**src/rtl/tx_packet.sv**
```systemverilog
// UART transmitter for 8-byte read-response frames: STX, 0x00, four payload bytes LSB-first,
// XOR checksum, ETX. A one-entry pending buffer holds a request that arrives while a frame is in flight.
module tx_packet #(
    parameter int BIT_CYCLES = 2604
) (
    input  logic        clk,
    input  logic        rst,
    input  logic        tx_start,
    input  logic [31:0] ram_data_out,
    output logic        tx,
    output logic        busy,
    output logic        done,
    output logic        overrun
);

    localparam int TW = (BIT_CYCLES > 1) ? $clog2(BIT_CYCLES) : 1;
    localparam logic [TW-1:0] BIT_LAST = TW'(BIT_CYCLES - 1);

    typedef enum logic [2:0] {
        IDLE,
        START,
        DATA,
        STOP,
        NEXT
    } state_t;

    state_t        state_q, state_d;
    logic [TW-1:0] timer_q, timer_d;
    logic [2:0]    bit_q, bit_d;
    logic [2:0]    byte_q, byte_d;
    logic [31:0]   cur_data_q, cur_data_d;
    logic [7:0]    cur_sum_q, cur_sum_d;
    logic [31:0]   pend_data_q, pend_data_d;
    logic [7:0]    pend_sum_q, pend_sum_d;
    logic          pend_valid_q, pend_valid_d;
    logic          overrun_q, overrun_d;
    logic          tx_q, tx_d;
    logic          bit_end;
    logic          pkt_end;
    logic [7:0]    in_sum;
    logic [7:0]    tx_byte;

    function automatic logic [7:0] xor_bytes(input logic [31:0] d);
        return d[7:0] ^ d[15:8] ^ d[23:16] ^ d[31:24];
    endfunction

    assign in_sum  = xor_bytes(ram_data_out);
    assign bit_end = (timer_q == BIT_LAST);
    assign pkt_end = (state_q == STOP) && (byte_q == 3'd7) && bit_end;

    assign busy    = (state_q != IDLE);
    assign done    = pkt_end;
    assign tx      = tx_q;
    assign overrun = overrun_q;

    // The NEXT decision is folded into STOP's last cycle so bytes and frames abut with no gap.
    always_comb begin
        state_d      = state_q;
        timer_d      = timer_q;
        bit_d        = bit_q;
        byte_d       = byte_q;
        cur_data_d   = cur_data_q;
        cur_sum_d    = cur_sum_q;
        pend_data_d  = pend_data_q;
        pend_sum_d   = pend_sum_q;
        pend_valid_d = pend_valid_q;
        overrun_d    = overrun_q;

        case (state_q)
            IDLE: begin
                if (tx_start) begin
                    state_d    = START;
                    timer_d    = '0;
                    bit_d      = '0;
                    byte_d     = '0;
                    cur_data_d = ram_data_out;
                    cur_sum_d  = in_sum;
                end
            end
            START: begin
                if (bit_end) begin
                    state_d = DATA;
                    timer_d = '0;
                    bit_d   = '0;
                end else begin
                    timer_d = timer_q + TW'(1);
                end
            end
            DATA: begin
                if (bit_end) begin
                    timer_d = '0;
                    if (bit_q == 3'd7) begin
                        state_d = STOP;
                        bit_d   = '0;
                    end else begin
                        bit_d = bit_q + 3'd1;
                    end
                end else begin
                    timer_d = timer_q + TW'(1);
                end
            end
            STOP: begin
                if (bit_end) begin
                    timer_d = '0;
                    if (byte_q != 3'd7) begin
                        byte_d  = byte_q + 3'd1;
                        state_d = START;
                    end else begin
                        byte_d = '0;
                        if (pend_valid_q) begin
                            state_d      = START;
                            cur_data_d   = pend_data_q;
                            cur_sum_d    = pend_sum_q;
                            pend_valid_d = 1'b0;
                        end else if (tx_start) begin
                            state_d    = START;
                            cur_data_d = ram_data_out;
                            cur_sum_d  = in_sum;
                        end else begin
                            state_d = IDLE;
                        end
                    end
                end else begin
                    timer_d = timer_q + TW'(1);
                end
            end
            NEXT: begin
                state_d = IDLE;
            end
            default: begin
                state_d = IDLE;
            end
        endcase

        // A request during a frame is parked unless the slot is already taken; at frame end an
        // empty slot lets the request launch directly instead.
        if (busy && tx_start) begin
            if (pend_valid_q) begin
                overrun_d = 1'b1;
            end else if (!pkt_end) begin
                pend_data_d  = ram_data_out;
                pend_sum_d   = in_sum;
                pend_valid_d = 1'b1;
            end
        end
    end

    always_comb begin
        case (byte_d)
            3'd0:    tx_byte = 8'h02;
            3'd1:    tx_byte = 8'h00;
            3'd2:    tx_byte = cur_data_d[7:0];
            3'd3:    tx_byte = cur_data_d[15:8];
            3'd4:    tx_byte = cur_data_d[23:16];
            3'd5:    tx_byte = cur_data_d[31:24];
            3'd6:    tx_byte = cur_sum_d;
            default: tx_byte = 8'h03;
        endcase
    end

    always_comb begin
        tx_d = 1'b1;
        if (state_d == START) begin
            tx_d = 1'b0;
        end else if (state_d == DATA) begin
            tx_d = tx_byte[bit_d];
        end
    end

    always_ff @(posedge clk or negedge rst) begin
        if (!rst) begin
            state_q      <= IDLE;
            timer_q      <= '0;
            bit_q        <= '0;
            byte_q       <= '0;
            cur_data_q   <= '0;
            cur_sum_q    <= '0;
            pend_data_q  <= '0;
            pend_sum_q   <= '0;
            pend_valid_q <= 1'b0;
            overrun_q    <= 1'b0;
            tx_q         <= 1'b1;
        end else begin
            state_q      <= state_d;
            timer_q      <= timer_d;
            bit_q        <= bit_d;
            byte_q       <= byte_d;
            cur_data_q   <= cur_data_d;
            cur_sum_q    <= cur_sum_d;
            pend_data_q  <= pend_data_d;
            pend_sum_q   <= pend_sum_d;
            pend_valid_q <= pend_valid_d;
            overrun_q    <= overrun_d;
            tx_q         <= tx_d;
        end
    end

endmodule

```
**config.mk**
```make
export PLATFORM = sky130hd
export DESIGN_NAME = tx_packet
export DESIGN_NICKNAME = d
export VERILOG_FILES = /design/src/rtl/tx_packet.sv
export SDC_FILE = /design/constraint.sdc
export NUM_CORES = 1
export LEC_CHECK = 0
export CORE_ASPECT_RATIO = 2
export CORE_MARGIN = 2
export CORE_UTILIZATION = 55
export DETAILED_ROUTE_END_ITERATION = 10
export PLACE_DENSITY = 0.78
export SLEW_MARGIN = 30
export SYNTH_ARGS = -nofsm -noshare
export SYNTH_HDL_FRONTEND = slang
export SYNTH_SLANG_ARGS = --single-unit
```
**constraint.sdc**
```tcl
create_clock -name clk -period 3.9 [get_ports clk]
set_input_delay 0.585 -clock clk [delete_from_list [all_inputs] [get_ports clk]]
set_output_delay 0.585 -clock clk [all_outputs]
set_load 0.02 [all_outputs]
```
==> impl_metrics.csv, run 1 <==
group,metric,value,unit
cts,clockBufferDepth,2,
sta,layout_min_cycle_time,3620,ps
cts,cts_num_sinks,104,
logic_synthesis,ys_warn_count,0,
place,place_hpwl,12400,um
route,drc,0,
setup_path,max_stage_delay,680,ps
finish,area_delta_synth_final,16.5,%
setup_path,worstPathCellList,"or4b_1, or4_4, mux2i_4, inv_1, nor2_1, o21ai_0, a21oi_1, or3_1, nand4_1, a41oi_1",
sta,slew_violations,0,
logic_synthesis,synth_area_leader_cell,"dfrtp_1",
worst_hold_path,min_path_type,"in -> async",
finish,final_cell_area,0.00661,mm2
setup_path,crit_required,4160,ps
die,core-area,0.0101,mm2
setup_path,path_buf_inv,1,
route,drt_iter0_drc,437,
global_route,track_usage,31.0,%
route,viasPerCell,6.33,
finish,nets,690,
logic_synthesis,synth_edf_count,0,
logic_synthesis,yosys-top-cells-area,"dfrtp_1 45%, mux2_2 7.1%, nand2_1 5.6%",
logic_synthesis,ys_top_cells_by_count,"103 x dfrtp_1, 85 x nand2_1, 58 x o21ai_0",
finish,drive_gt1_share,14.8,%
cts,cts_buffers,9,
cts,cts_tree,"done",
die,start_util,56.3,%
sta,rsz0062_at_grt,"no",
cts,cts_root_buf,"clkbuf_16",
logic_synthesis,synth_fa_ha_area_share,1.10,%
setup_path,worstSetupPathType,"reg -> reg",
setup_path,cp-end-kind,"flip-flop",
job,drv_cap,0,
cts,hold_buffers,0,
global_route,antenna_found_initial,0,
sta,slew_headroom,42.3,%
logic_synthesis,yosysSeqAreaShare,45.9,%
power_and_ir_drop,p_leak,2.87,nW
global_route,grt_pass1_wl,26100,um
route,vias,5003,
logic_synthesis,synth_top_area_share,45.4,%
place,finalWeightedCongestion,0.907,
logic_synthesis,synth_nets,642,
logic_synthesis,yosysUniqueCellTypes,68,
power_and_ir_drop,power,2.62,mW
power_and_ir_drop,combPwrFrac,16.0,%
global_route,grt_pass1_vias,5231,
logic_synthesis,synthMuxAreaShare,8.43,%
finish,n_antenna_cell,0,
power_and_ir_drop,power.density,396,mW/mm2
power_and_ir_drop,p_seq_share,50.4,%
run_status,outcome,"finished, final reports clean",
sta,tightest_slew,865,ps
sta,setup_violations,0,
route,wire_per_inst,20.7,um
setup_path,worst_setup_path_start_kind,"flip-flop",
die,pin_count,39,
finish,final_core_util,65.5,%
cts,cts_setup_buffers,0,
cts,path_clk_slew,70,ps
logic_synthesis,ys_async_sr_fraction,100,%
route,dr.pass1.iters,5,
setup_path,arrival,3890,ps
logic_synthesis,synth_seq_cells,104,
logic_synthesis,synth_flop_cell,"dfrtp_1",
finish,register_area,0.00260,mm2
power_and_ir_drop,irDropWorstVdd,0.305,mV
cts,htree_num_levels,3,
setup_path,critPathMaxFanout,11,
route,wirelength,16300,um
route,ant_nets,0,
power_and_ir_drop,p_int,1.89,mW
logic_synthesis,syn_area,0.00567,mm2
power_and_ir_drop,p_clk_share,33.6,%
setup_path,cpMaxStageDelayCell,"or4b_1",
finish,multi_input_comb_area,0.00291,mm2
die,die_w,75.8,um
logic_synthesis,synth_cells,602,
logic_synthesis,synth_compound_area_share,20.1,%
die,die_h,148,um
sta,fin_worst_skew,6.92,ps
sta,fmax,0.276,GHz
finish,fillerInstances,833,
logic_synthesis,synthXorXnorAreaFrac,4.48,%
die,dieArea,0.0112,mm2
cts,insertion_delay,350,ps
logic_synthesis,synth_top_family_by_area,"compound AO/OA/AOI/OAI gates",
logic_synthesis,syn_avg_cell_area,9.42,um2
power_and_ir_drop,swShare,27.9,%
setup_path,cp_top_family,"simple AND/OR/NAND/NOR gates",
sta,min_period_over_period,92.8,%
place,placed_area,0.00632,mm2
sta,finalHoldViolCount,0,
sta,setup_tns,0,ps
logic_synthesis,synth_simple_gate_area_share,17.0,%
global_route,grt_max_degree,65,
die,fp-row-count,52,
cts,ctsResizeCount,0,
power_and_ir_drop,power_switching,0.730,mW
global_route,overflow,0,
place,port_buffers,38,
logic_synthesis,synth.most_common_cell,"dfrtp_1",
[kinds of logic after synthesis]
| family | count (synthesis) |
|---|---|
| multiplexers | 42 |
| AND/OR/NAND/NOR | 200 |
| flip-flops | 104 |
| other | 1 |
| XOR/XNOR | 29 |
| adder cells (fa/ha/maj) | 5 |
| AO/OA/AOI/OAI | 180 |
| buffers and inverters | 41 |
[power groups by stage]
stage	sequential, mW	combinational, mW	clock [mW]
2_1_floorplan	1.30	0.266	0
4_1_cts	1.31	0.419	0.896
3_3_place_gp	1.32	0.398	0
3_5_place_dp	1.33	0.416	0
5_1_grt	1.33	0.465	0.935
6_report	1.32	0.419	0.878
[cells in the final DEF, fill, tap and decap left out, types with 6 or more instances in the layout]
cell type	Yosys	routed
a21oi_1	39	39
a22oi_1	25	25
and3_1	9	8
buf_4	0	30
clkbuf_16	0	9
clkdlybuf4s50_1	0	37
dfrtp_1	103	103
inv_1	10	10
mux2_2	36	36
nand2_1	85	85
nand3_1	7	7
nand4_1	7	7
nor2_1	47	47
o21ai_0	58	58
o221ai_1	6	6
o22ai_1	10	10
xnor2_1	25	25
[state kept, by name (all words and copies together) (netlist names)]
signal	cells
overrun	1
tx	1
timer_q	12
pend_valid_q	1
byte_q	3
cur_data_q	32
bit_q	3
cur_sum_q	8
pend_sum_q	8
pend_data_q	32
state_q	3
[path summary, 6_finish.rpt]
check	from	slack [ps]	endpoint	cells after the start
setup / recovery	timer_q[4]	280	tx	10
hold / removal	rst	340	pend_data_q[4]	1
setup reg to reg	timer_q[4]	280	tx	10
hold reg to reg	overrun	490	overrun	1
max in group asynchronous	rst	2690	tx	2
min in group clk	overrun	490	overrun	1
[layer usage]
metal	part of all wire (%)	track usage (%)	wire length (um)
met5	0	0	0
met3	4.1	4.16	672
met1	36	34.8	5870
met4	5.5	17.3	905
met2	54	53.8	8880
[stage by stage]
stage	setup slack [ps]	cells	hold slack, ps
6_report	279	790	336
3_3_place_gp	49.2	774	474
2_1_floorplan	611	602	289
5_1_grt	148	790	403
3_5_place_dp	91.4	774	476
4_1_cts	320	790	362
[area by class of cell]
cell class	count	area share, %
clock inverter	6	0.795
sequential	104	39.4
timing repair buffer	67	9.01
clock buffer	10	3.62
multi-input combinational	457	44.0
tap	135	2.56
inverter	11	0.625
(Power assumes the default switching activity.)
==> run 2: changes to the inputs <==
Settings changed: CAP_MARGIN from default to 20, SKIP_LAST_GASP from default to 1.
Clock period 3.9 ns to 3.8 ns, I/O delays scaled along.
==> run 2 against run 1 <==
Net effect:
- routed wire length decreased by 2.6%
- highest routed layer unchanged
- register-to-register slack improved by 60 ps
- clock power increased by 9.6%
- fmax increased by 4.6%
- setup slack improved by 61 ps
- global-route usage decreased by 1.0 points
==> impl_metrics.csv, run 2 (synthesis results as in run 1) <==
group,metric,value,unit
sta,rsz0062_at_grt,"no",
sta,min_period_over_period,91.1,%
cts,cts_buffers,9,
place,port_buffers,38,
global_route,track_usage,30.0,%
sta,setup_tns,0,ps
sta,setup_violations,0,
global_route,grt_max_degree,52,
route,dr.pass1.iters,7,
setup_path,cp-end-kind,"flip-flop",
sta,fmax,0.289,GHz
cts,cts_root_buf,"clkbuf_16",
job,drv_cap,0,
route,vias,4954,
cts,htree_num_levels,3,
power_and_ir_drop,power.density,412,mW/mm2
finish,layout_commonest_cell,"dfrtp_1",
sta,slew_headroom,42.6,%
place,finalWeightedCongestion,1.01,
die,start_util,56.3,%
route,ant_nets,0,
power_and_ir_drop,p_leak,2.88,nW
die,die_w,75.8,um
setup_path,worst_setup_path_start_kind,"flip-flop",
route,drc,0,
die,fp-row-count,52,
setup_path,arrival,3700,ps
cts,hold_buffers,0,
cts,cts_num_sinks,104,
finish,fillerInstances,826,
sta,tightest_slew,855,ps
setup_path,crit_required,4040,ps
global_route,grt_pass1_vias,5089,
sta,layout_min_cycle_time,3460,ps
global_route,overflow,0,
die,pin_count,39,
cts,path_clk_slew,80,ps
power_and_ir_drop,irDropWorstVdd,0.286,mV
cts,insertion_delay,350,ps
global_route,antenna_found_initial,0,
sta,finalHoldViolCount,0,
finish,area_delta_synth_final,17.0,%
route,viasPerCell,6.26,
setup_path,critPathMaxFanout,11,
route,drt_iter0_drc,434,
die,dieArea,0.0112,mm2
place,place_hpwl,11900,um
finish,nets,691,
finish,n_antenna_cell,0,
finish,reg.largest.list,"cur_data_q (32), pend_data_q (32), timer_q (12)",
sta,slew_violations,0,
global_route,grt_pass1_wl,25200,um
sta,fin_worst_skew,11.8,ps
route,wirelength,15900,um
run_status,outcome,"finished, final reports clean",
finish,multi_input_comb_area,0.00290,mm2
finish,register_area,0.00260,mm2
finish,final_core_util,65.8,%
cts,ctsResizeCount,0,
die,core-area,0.0101,mm2
cts,cts_setup_buffers,0,
finish,mostFrequentLayoutCells,"103 x dfrtp_1, 85 x nand2_1, 58 x o21ai_0",
setup_path,worstSetupPathType,"reg -> reg",
cts,cts_tree,"done",
finish,drive_gt1_share,14.8,%
cts,clockBufferDepth,2,
die,die_h,148,um
route,wire_per_inst,20.1,um
worst_hold_path,min_path_type,"in -> async",
-- run 2: final timing paths --
kind | cells past startpoint | slack, ps | endpoint | from
max reg2reg | 10 | 340 | tx | timer_q[4]
min reg2reg | 1 | 470 | overrun | overrun
min | 1 | 260 | pend_data_q[28] | rst
max in group asynchronous | 2 | 2710 | cur_data_q[26] | rst
min in group clk | 1 | 470 | overrun | overrun
max | 10 | 340 | tx | timer_q[4]
-- run 2: layout make-up --
class,count,area share (%)
clock buffer,10,3.45
clock inverter,6,1.13
inverter,11,0.622
multi-input combinational,457,43.8
sequential,104,39.2
tap,135,2.54
timing repair buffer,68,9.27
-- run 2: worst max-delay path, cell delays in order, from the launching register on --
cell and delay (ps):
dfrtp_1 440, or4b_1 670, or4_4 650, mux2_2 330, buf_4 170, nand2_1 130, inv_1 130, a221o_1 300
or3_1 310, nand4_1 110, a41oi_1 130
-- run 2: where the power goes --
group          internal [mW]  switching (mW)  leakage, nW  total (mW)
Combinational          0.199           0.226         1.44       0.425
Sequential              1.26          0.0876         1.30        1.35
Clock                  0.523           0.439        0.146       0.962
-- run 2: metrics by stage --
| stage | instance area (um2) | hold WS (ps) | worst slack [ps] | std cells | power [mW] |
|---|---|---|---|---|---|
| finish | 6640 | 256 | 340 | 791 | 2.74 |
| global route | 6640 | 296 | 124 | 791 | 2.84 |
| CTS | 6640 | 279 | 345 | 791 | 2.74 |
| detailed placement | 6330 | 456 | 350 | 775 | 1.79 |
| global placement | 6330 | 464 | 395 | 775 | 1.77 |
| floorplan | 5670 | 274 | 511 | 602 | 1.61 |
-- run 2: per-layer routing --
metal,track usage [%],share of wire [%],up-vias
li1,-,-,2284
met1,33.9,36,2452
met2,51.6,55,162
met3,4.36,3.4,56
met4,16.6,5.3,0
met5,0,0,-
==> run 3: changes to the inputs <==
Settings changed: CORE_UTILIZATION 55 to 54, PLACE_DENSITY 0.78 to 0.8.
Clock period 3.8 ns to 3 ns, I/O delays scaled along.
==> run 3 against run 2 <==
Net effect:
- via count is 6.4% higher
- worst hold slack worse by 150 ps
- critical path depth did not move
- sequential power up 27%
- register-to-register slack got worse by 320 ps
- clock skew is essentially flat
- setup slack worse by 320 ps
- count of clock-buffer cells in the layout stayed put
- sequential share of layout area is 3.3 points lower
==> impl_metrics.csv, run 3 (synthesis results as in run 1) <==
group,metric,value,unit
run_status,outcome,"finished, final reports clean",
sta,whs,101,ps
setup_path,rr_endpoint,"tx",
setup_path,r2r_start,"timer_q[4]",
die,start_util,54.8,%
place,place_hpwl,12000,um
cts,cts_num_sinks,104,
cts,insertion_delay,350,ps
power_and_ir_drop,p_leak,3.24,nW
die,die_h,149,um
sta,fin_worst_skew,12.0,ps
place,dp_slack,-229,ps
cts,hold_buffers,0,
power_and_ir_drop,power_switching,0.935,mW
cts,clockBufferDepth,2,
sta,fmax,0.336,GHz
route,wire_per_inst,19.2,um
setup_path,path_depth,10,
global_route,grt_pass1_wl,26100,um
setup_path,reg2reg_depth,10,
finish,final_cell_area,0.00725,mm2
sta,setup_ws,20.9,ps
die,pin_count,39,
cts,cts_root_buf,"clkbuf_16",
finish,n_antenna_cell,0,
global_route,grt_pass1_vias,5309,
setup_path,worst_setup_path_start_kind,"flip-flop",
place,placed_area,0.00685,mm2
setup_path,path_buf_inv,2,
sta,rsz0062_at_grt,"yes",
power_and_ir_drop,p_clk_share,32.1,%
setup_path,worstSetupPathType,"reg -> reg",
power_and_ir_drop,combPwrFrac,17.5,%
route,viasPerCell,6.15,
power_and_ir_drop,swShare,27.6,%
setup_path,crit_required,3260,ps
route,drt_iter0_drc,571,
finish,nets,755,
sta,finalHoldViolCount,0,
sta,slew_violations,0,
setup_path,critPathMaxFanout,4,
setup_path,critPathCapture,"tx",
route,dr.pass1.iters,5,
global_route,overflow,0,
job,drv_cap,0,
global_route,antenna_found_initial,0,
global_route,track_usage,29.2,%
die,core-area,0.0103,mm2
cts,cts_buffers,9,
power_and_ir_drop,power,3.39,mW
finish,fillerInstances,803,
global_route,grt_max_degree,57,
setup_path,regToRegSetupSlack,20,ps
worst_hold_path,min_path_type,"in -> async",
sta,tightest_slew,801,ps
sta,setup_violations,0,
finish,area_delta_synth_final,27.8,%
finish,drive_gt1_share,25.0,%
cts,path_clk_slew,70,ps
setup_path,setup.worst_path.start,"timer_q[4]",
route,ant_nets,0,
setup_path,cp_top_family,"simple AND/OR/NAND/NOR gates",
power_and_ir_drop,power.density,468,mW/mm2
sta,min_period_over_period,99.3,%
route,vias,5273,
setup_path,arrival,3240,ps
route,drc,0,
cts,cts_tree,"done",
place,port_buffers,38,
sta,slew_headroom,46.2,%
cts,htree_num_levels,3,
finish,mostFrequentLayoutCells,"103 x dfrtp_1, 89 x buf_4, 83 x nand2_1",
setup_path,max_stage_delay,560,ps
finish,reg.largest.list,"cur_data_q (32), pend_data_q (32), timer_q (12)",
die,fp-row-count,53,
die,dieArea,0.0114,mm2
setup_path,cp-end-kind,"flip-flop",
setup_path,worstPathCellList,"or4b_4, or4_4, mux2_2, buf_4, nand2_2, inv_1, a221o_1, or3_1, nand4_1, a41oi_2",
route,wirelength,16500,um
finish,layout_commonest_cell,"dfrtp_1",
sta,layout_min_cycle_time,2980,ps
power_and_ir_drop,p_seq_share,50.3,%
place,finalWeightedCongestion,0.957,
power_and_ir_drop,p_int,2.46,mW
die,die_w,76.5,um
power_and_ir_drop,irDropWorstVdd,0.435,mV
setup_path,cpMaxStageDelayCell,"or4b_4",
## run 3: layer usage
layer  vias up  global-route usage, %  part of all wire (%)
met5         -                      0                     0
met4         0                   16.1                   4.7
met3        53                   4.18                   5.0
met2       220                   50.9                    52
met1      2584                   34.6                    38
li1       2416                      -                     -
## run 3: what timing repair did
action	in CTS	in global routing
gates resized for setup	4	29
setup endpoints to repair	2	1
pin swaps	1	1
buffers inserted	0	2
## run 3: power by group through the flow
stage                     registers (mW)  clock network, mW  logic (mW)
after floorplan                     1.70                  0       0.345
after global placement              1.72                  0       0.556
after detailed placement            1.73                  0       0.579
after CTS                           1.70               1.11       0.584
after global routing                1.73               1.16       0.650
final                               1.71               1.09       0.594
## run 3: worst min path at each step
stage | startpoint | endpoint | cells past startpoint
finish | rst | timer_q[7] | 1
global route | rst | timer_q[7] | 1
CTS | rst | timer_q[7] | 1
detailed placement | overrun | overrun | 1
global placement | overrun | overrun | 1
floorplan | rst | bit_q[0] | 0
## run 3: area by class of cell
type / instances / area, um2 / share of cell area, %
clock buffer: 10 / 229 / 3.16
sequential: 104 / 2600 / 35.9
clock inverter: 6 / 45.0 / 0.621
tap: 137 / 171 / 2.36
multi-input combinational: 457 / 3020 / 41.7
inverter: 11 / 41.3 / 0.569
timing repair buffer: 132 / 1140 / 15.7
## run 3: worst register-to-register path, delay by kind of cell, from the launching register on
kind	cells	cell delay, ps
buffers and inverters	2	240
muxes	1	320
AOI/OAI and AO/OA	2	400
and+or+nand+nor	5	1550
DFF	1	380
## run 3: metrics by stage
step                      TNS (ps)  utilization [%]  instances
final                            0             70.1        857
after floorplan                  0                -        602
after global placement        -232             66.2        839
after CTS                    -7.49             68.9        855
after detailed placement      -229             66.2        839
after global routing         -77.9             70.1        857
